### src/rtl/regfile_sb.sv
// MIPS register file (2 async read, 1 sync write, r0 = 0) with per-register busy scoreboard.
// Define REGFILE_BYPASS_EN for same-cycle write-through to the read ports and busy outputs.
module regfile_sb #(
  parameter int DATA_W = 32,
  parameter int ADDR_W = 5
) (
  input  logic              clk,
  input  logic              rst,
  input  logic [ADDR_W-1:0] rs,
  input  logic [ADDR_W-1:0] rt,
  output logic [DATA_W-1:0] A,
  output logic [DATA_W-1:0] B,
  input  logic [ADDR_W-1:0] rd,
  input  logic [DATA_W-1:0] writedata,
  input  logic              regwrite,
  input  logic              issue_valid,
  input  logic [ADDR_W-1:0] issue_dest,
  output logic              rs_busy,
  output logic              rt_busy,
  output logic              wd_busy,
  output logic              stall,
  output logic [ADDR_W:0]   pending_cnt
);

  localparam int NREG = 2 ** ADDR_W;

  typedef logic [DATA_W-1:0] data_t;
  typedef logic [ADDR_W:0]   cnt_t;

  data_t            regs_q [NREG];
  data_t            regs_d [NREG];
  logic [NREG-1:0]  busy_q, busy_d;
  cnt_t             pending_cnt_q, pending_cnt_d;

  logic wr_en, iss_en, cnt_inc, cnt_dec;

  assign wr_en  = regwrite && (rd != '0);
  assign iss_en = issue_valid && (issue_dest != '0);

  // Issue wins over a same-register writeback, so the bit only drops when nothing re-sets it.
  assign cnt_inc = iss_en && !busy_q[issue_dest];
  assign cnt_dec = wr_en && busy_q[rd] && !(iss_en && (issue_dest == rd));

  // NOTE: every always_comb output gets a full default first so no latch is inferred.
  always_comb begin
    regs_d        = regs_q;
    busy_d        = busy_q;
    pending_cnt_d = pending_cnt_q;
    if (wr_en) begin
      regs_d[rd] = writedata;
      busy_d[rd] = 1'b0;
    end
    if (iss_en) busy_d[issue_dest] = 1'b1;
    if (cnt_inc && !cnt_dec)      pending_cnt_d = pending_cnt_q + cnt_t'(1);
    else if (cnt_dec && !cnt_inc) pending_cnt_d = pending_cnt_q - cnt_t'(1);
  end

  // NOTE: the array is built from flops, not RAM, so clearing it on reset is legal and required.
  // NOTE: sequential state uses non-blocking assignments only, avoiding read/write ordering races.
  always_ff @(posedge clk) begin
    if (!rst) begin
      for (int i = 0; i < NREG; i++) regs_q[i] <= '0;
      busy_q        <= '0;
      pending_cnt_q <= '0;
    end else begin
      regs_q        <= regs_d;
      busy_q        <= busy_d;
      pending_cnt_q <= pending_cnt_d;
    end
  end

  logic byp_rs, byp_rt, byp_wd;

`ifdef REGFILE_BYPASS_EN
  assign byp_rs = wr_en && (rd == rs);
  assign byp_rt = wr_en && (rd == rt);
  assign byp_wd = wr_en && (rd == issue_dest);
`else
  assign byp_rs = 1'b0;
  assign byp_rt = 1'b0;
  assign byp_wd = 1'b0;
`endif

  always_comb begin
    A = (rs == '0) ? '0 : regs_q[rs];
    B = (rt == '0) ? '0 : regs_q[rt];
    if (byp_rs) A = writedata;
    if (byp_rt) B = writedata;
  end

  assign rs_busy     = (rs != '0) && busy_q[rs] && !byp_rs;
  assign rt_busy     = (rt != '0) && busy_q[rt] && !byp_rt;
  assign wd_busy     = (issue_dest != '0) && busy_q[issue_dest] && !byp_wd;
  assign stall       = rs_busy || rt_busy || wd_busy;
  assign pending_cnt = pending_cnt_q;

endmodule

### config.mk
export PLATFORM = sky130hd
export DESIGN_NAME = regfile_sb
export DESIGN_NICKNAME = d
export VERILOG_FILES = /design/src/rtl/regfile_sb.sv
export SDC_FILE = /design/constraint.sdc
export NUM_CORES = 2
export LEC_CHECK = 0
export CAP_MARGIN = 0
export CORE_AREA = 3 3 439 441
export CTS_BUF_LIST = sky130_fd_sc_hd__clkbuf_4 sky130_fd_sc_hd__clkbuf_8 sky130_fd_sc_hd__clkbuf_16
export DETAILED_ROUTE_END_ITERATION = 7
export DIE_AREA = 0 0 442 444
export GPL_TIMING_DRIVEN = 0
export PLACE_DENSITY = 0.41
export SLEW_MARGIN = 40
export SYNTH_ARGS = -nofsm -noshare
export SYNTH_HDL_FRONTEND = slang
export SYNTH_SLANG_ARGS = --single-unit
### constraint.sdc
create_clock -name clk -period 4.94 [get_ports clk]
set_input_delay 0.988 -clock clk [delete_from_list [all_inputs] [get_ports clk]]
set_output_delay 0.988 -clock clk [all_outputs]
set_load 0.02 [all_outputs]
==> flow_metrics.tcl <==
set metrics [dict create \
    dpl-instance-area_um2 61550 \
    groute.usage.overall_pct 28.67 \
    violations "negative setup slack" \
    ff2ff_path_depth 12 \
    die_w_um 442 \
    crit_path_max_fanout 10 \
    drv_cap 0 \
    htreeDepth 4 \
    synth_async_sr_flop_share_pct 0 \
    cts_hold_buf 0 \
    cts-root-buf "clkbuf_16" \
    worst-path-buf-inv 5 \
    fmax_mhz 200.4 \
    drc_errors 0 \
    path_class "in -> out" \
    drt-initial-drc-count 5318 \
    port_buffers 116 \
    grt_overflow_total 0 \
    p_total_mw 21.28 \
    routed-via-count 49080 \
    use_met3_pct 5.050 \
    synth_cell_types 49 \
    clk_latency_ns 0.80 \
    finalCriticalPeriod_ns 4.990 \
    dpl.hpwl_mm 218.7 \
    synth_edf_count 0 \
    fin_ws_ns -0.05018 \
    dr.pass1.iters 5 \
    synthCells 5906 \
    tightest_slew_ns 0.9899 \
    rsz0062_at_grt "yes" \
    ys.flop_type "dfxtp_1" \
    drt_wl_total_mm 287.1 \
    final_area_um2 67170 \
    cts_inserted_buffers 137 \
    avgViaCountPerCell 5.571 \
    maxSlewViolCount 0 \
    power_density_nw_per_um2 316.9 \
    cts_tree "built" \
    gp_congestion 0.9666 \
    hold_path_class "reg -> reg" \
    layout_common_cells "2053 x nand2_1, 1062 x dfxtp_1, 992 x a21boi_0, 560 x mux4_2, 367 x clkbuf_1" \
    die_h_um 444 \
    antenna_left 0 \
    syn-num-nets 5968 \
    drive_gt1_share_pct 19.15 \
    syn-cell-area_um2 56520 \
    top_usage_layer "met2" \
    use_met1_pct 38.98 \
    hold_violations 0 \
    layout_commonest_cell "nand2_1" \
    yosys_register_bits 1062 \
    cts_sinks 1062 \
    cp_slowest_cell "mux4_2" \
    pre_cts_ws_ns -1.356 \
    r2r_slack_ns 1.45 \
    setup.worst_path.start_class "primary input" \
    period_share_pct 101.0 \
    fin_nets 6258 \
    clockBufferDepth 3 \
    grt_max_degree 20 \
    grt_pass1_wl_mm 391.5 \
    cp.arrival_ns 4.00 \
    syn_area_per_cell_um2 9.569 \
    cp_data_required_time_ns 3.95 \
    grt_pass1_vias 46840 \
    synth-seq-area-share_pct 37.62 \
    regToRegEndpoint "pending_cnt[5]$_SDFFE_PN0P_" \
    cts.clk_slew.worst_paths_ns 0.06 \
    grt_use_met2_pct 43.67 \
    r2r-start "busy_q[19]$_SDFF_PN0_" \
    cp_top_family "buffers and inverters" \
    max_stage_delay_ns 0.56 \
    ir_drop_uv 368.9 \
    die_area_um2 196200 \
    cp-end-kind "primary output" \
    ys_warn_count 0 \
    area_delta_synth_final_pct 18.85 \
    whs_ns 0.4756 \
    p_leak_nw 21.68 \
    antenna_found_initial 15 \
    start_util_pct 29.81 \
    holdCritStartpoint "regs_q[231]$_SDFFE_PN0P_" \
    final.setup.tns_ns -0.2612 \
    min_to "regs_q[231]$_SDFFE_PN0P_" \
    fp-row-count 160 \
    cp-startpoint "rt[1]" \
    io_pins 130 \
    worstHoldPathCells 2 \
    maxSlewHeadroom_pct 33.85 \
    core_um2 189600 \
    wl_per_cell_um 32.59 \
    setup_viol 11 \
    path_cells "clkbuf_2 -> buf_6 -> buf_8 -> buf_6 -> mux4_2 -> mux4_2 -> mux2i_2 -> nor2_1 -> clkdlybuf4s50_1" \
    skew_ns 0.008867 \
    status "complete, but fails checks" \
]
[registers in the layout, indices dropped and copies added (netlist names)]
register,count
pending_cnt,6
regs_q,1024
busy_q,32
[repair_timing]
item,4_1_cts,5_1_grt
pin swaps,6,0
buffers inserted,2,0
resized for setup,252,13
endpoints found under the setup margin,68,14
[how the worst max path moves through the flow]
stage                                  endpoint  cells past startpoint  slack (ns)
global placement                          A[13]                      8       -2.33
finish                                     B[0]                      9       -0.05
detailed placement                        A[26]                      9       -1.36
CTS                                        B[9]                      8       -0.03
global route                               B[4]                      8       -0.05
floorplan           pending_cnt[5]$_SDFFE_PN0P_                     14        0.92
[power breakdown]
part / switching (mW) / total, mW / internal [mW]
Clock: 4.12 / 10.4 / 6.26
Sequential: 0.0568 / 8.69 / 8.64
Combinational: 1.49 / 2.21 / 0.725
Total: 5.67 / 21.3 / 15.6
[layout make-up]
cell class                      count  area (um^2)
Antenna cell                       12        30.03
Buffer                            603         3122
Clock buffer                      206         4287
Clock inverter                     25        277.8
Fill cell                       19270       122400
Inverter                            8        30.03
Multi-Input combinational cell   4232        33330
Sequential cell                  1062        21260
Tap cell                         2511         3142
Timing Repair Buffer              152         1688
[Yosys cell counts (7+ instances only)]
cell      instances  area (um^2)
a21boi_0        992         7447
nor3b_1           7        52.55
a221oi_1         31        271.5
nand2_1        2058         7725
buf_4            42        315.3
a22oi_1          41        307.8
clkbuf_1        469         1760
nor2b_1          34        212.7
o22ai_1          28        175.2
nor2_1           80        300.3
a211oi_1         50        375.4
buf_1            20        75.07
mux2_2           55        619.3
o221ai_1         30        262.8
buf_2            69        345.3
dfxtp_1        1062        21260
inv_1             8        30.03
and2_1           40        250.2
nor3_1           10        50.05
mux4_2          560        12610
mux2i_1         150         1501
[stage by stage]
stage / std cells / util (%)
3_3_place_gp: 8533 / 32.08
4_1_cts: 8798 / 35.38
6_report: 8811 / 35.43
3_5_place_dp: 8566 / 32.47
5_1_grt: 8800 / 35.41
2_1_floorplan: 5906 / -
[cells by family after synthesis]
group           share of synthesized area [%]
compound gates                          15.88
xor+xnor                               0.1240
fa+ha+maj                              0.1461
buf+inv                                 4.550
flops                                   37.62
mux                                     26.07
simple gates                            15.62
[worst register-to-register path, cell delays in order (launching register included)]
cell,delay [ns]
dfxtp_1,0.36
mux4_2,0.52
a22oi_1,0.21
nand4_1,0.12
o2111ai_1,0.33
ha_1,0.42
inv_1,0.15
ha_1,0.29
a21o_1,0.18
a21o_1,0.21
a211o_1,0.30
o211ai_1,0.12
mux2i_1,0.20
[metal layers]
metal	wire length (um)	vias to the layer above	share of wire (%)
met4	16620	0	5.8
met5	0	-	0
met1	123100	25080	43
met2	126000	2161	44
met3	21450	454	7.5
li1	-	21390	-
Power figures use the tool's default switching activity.
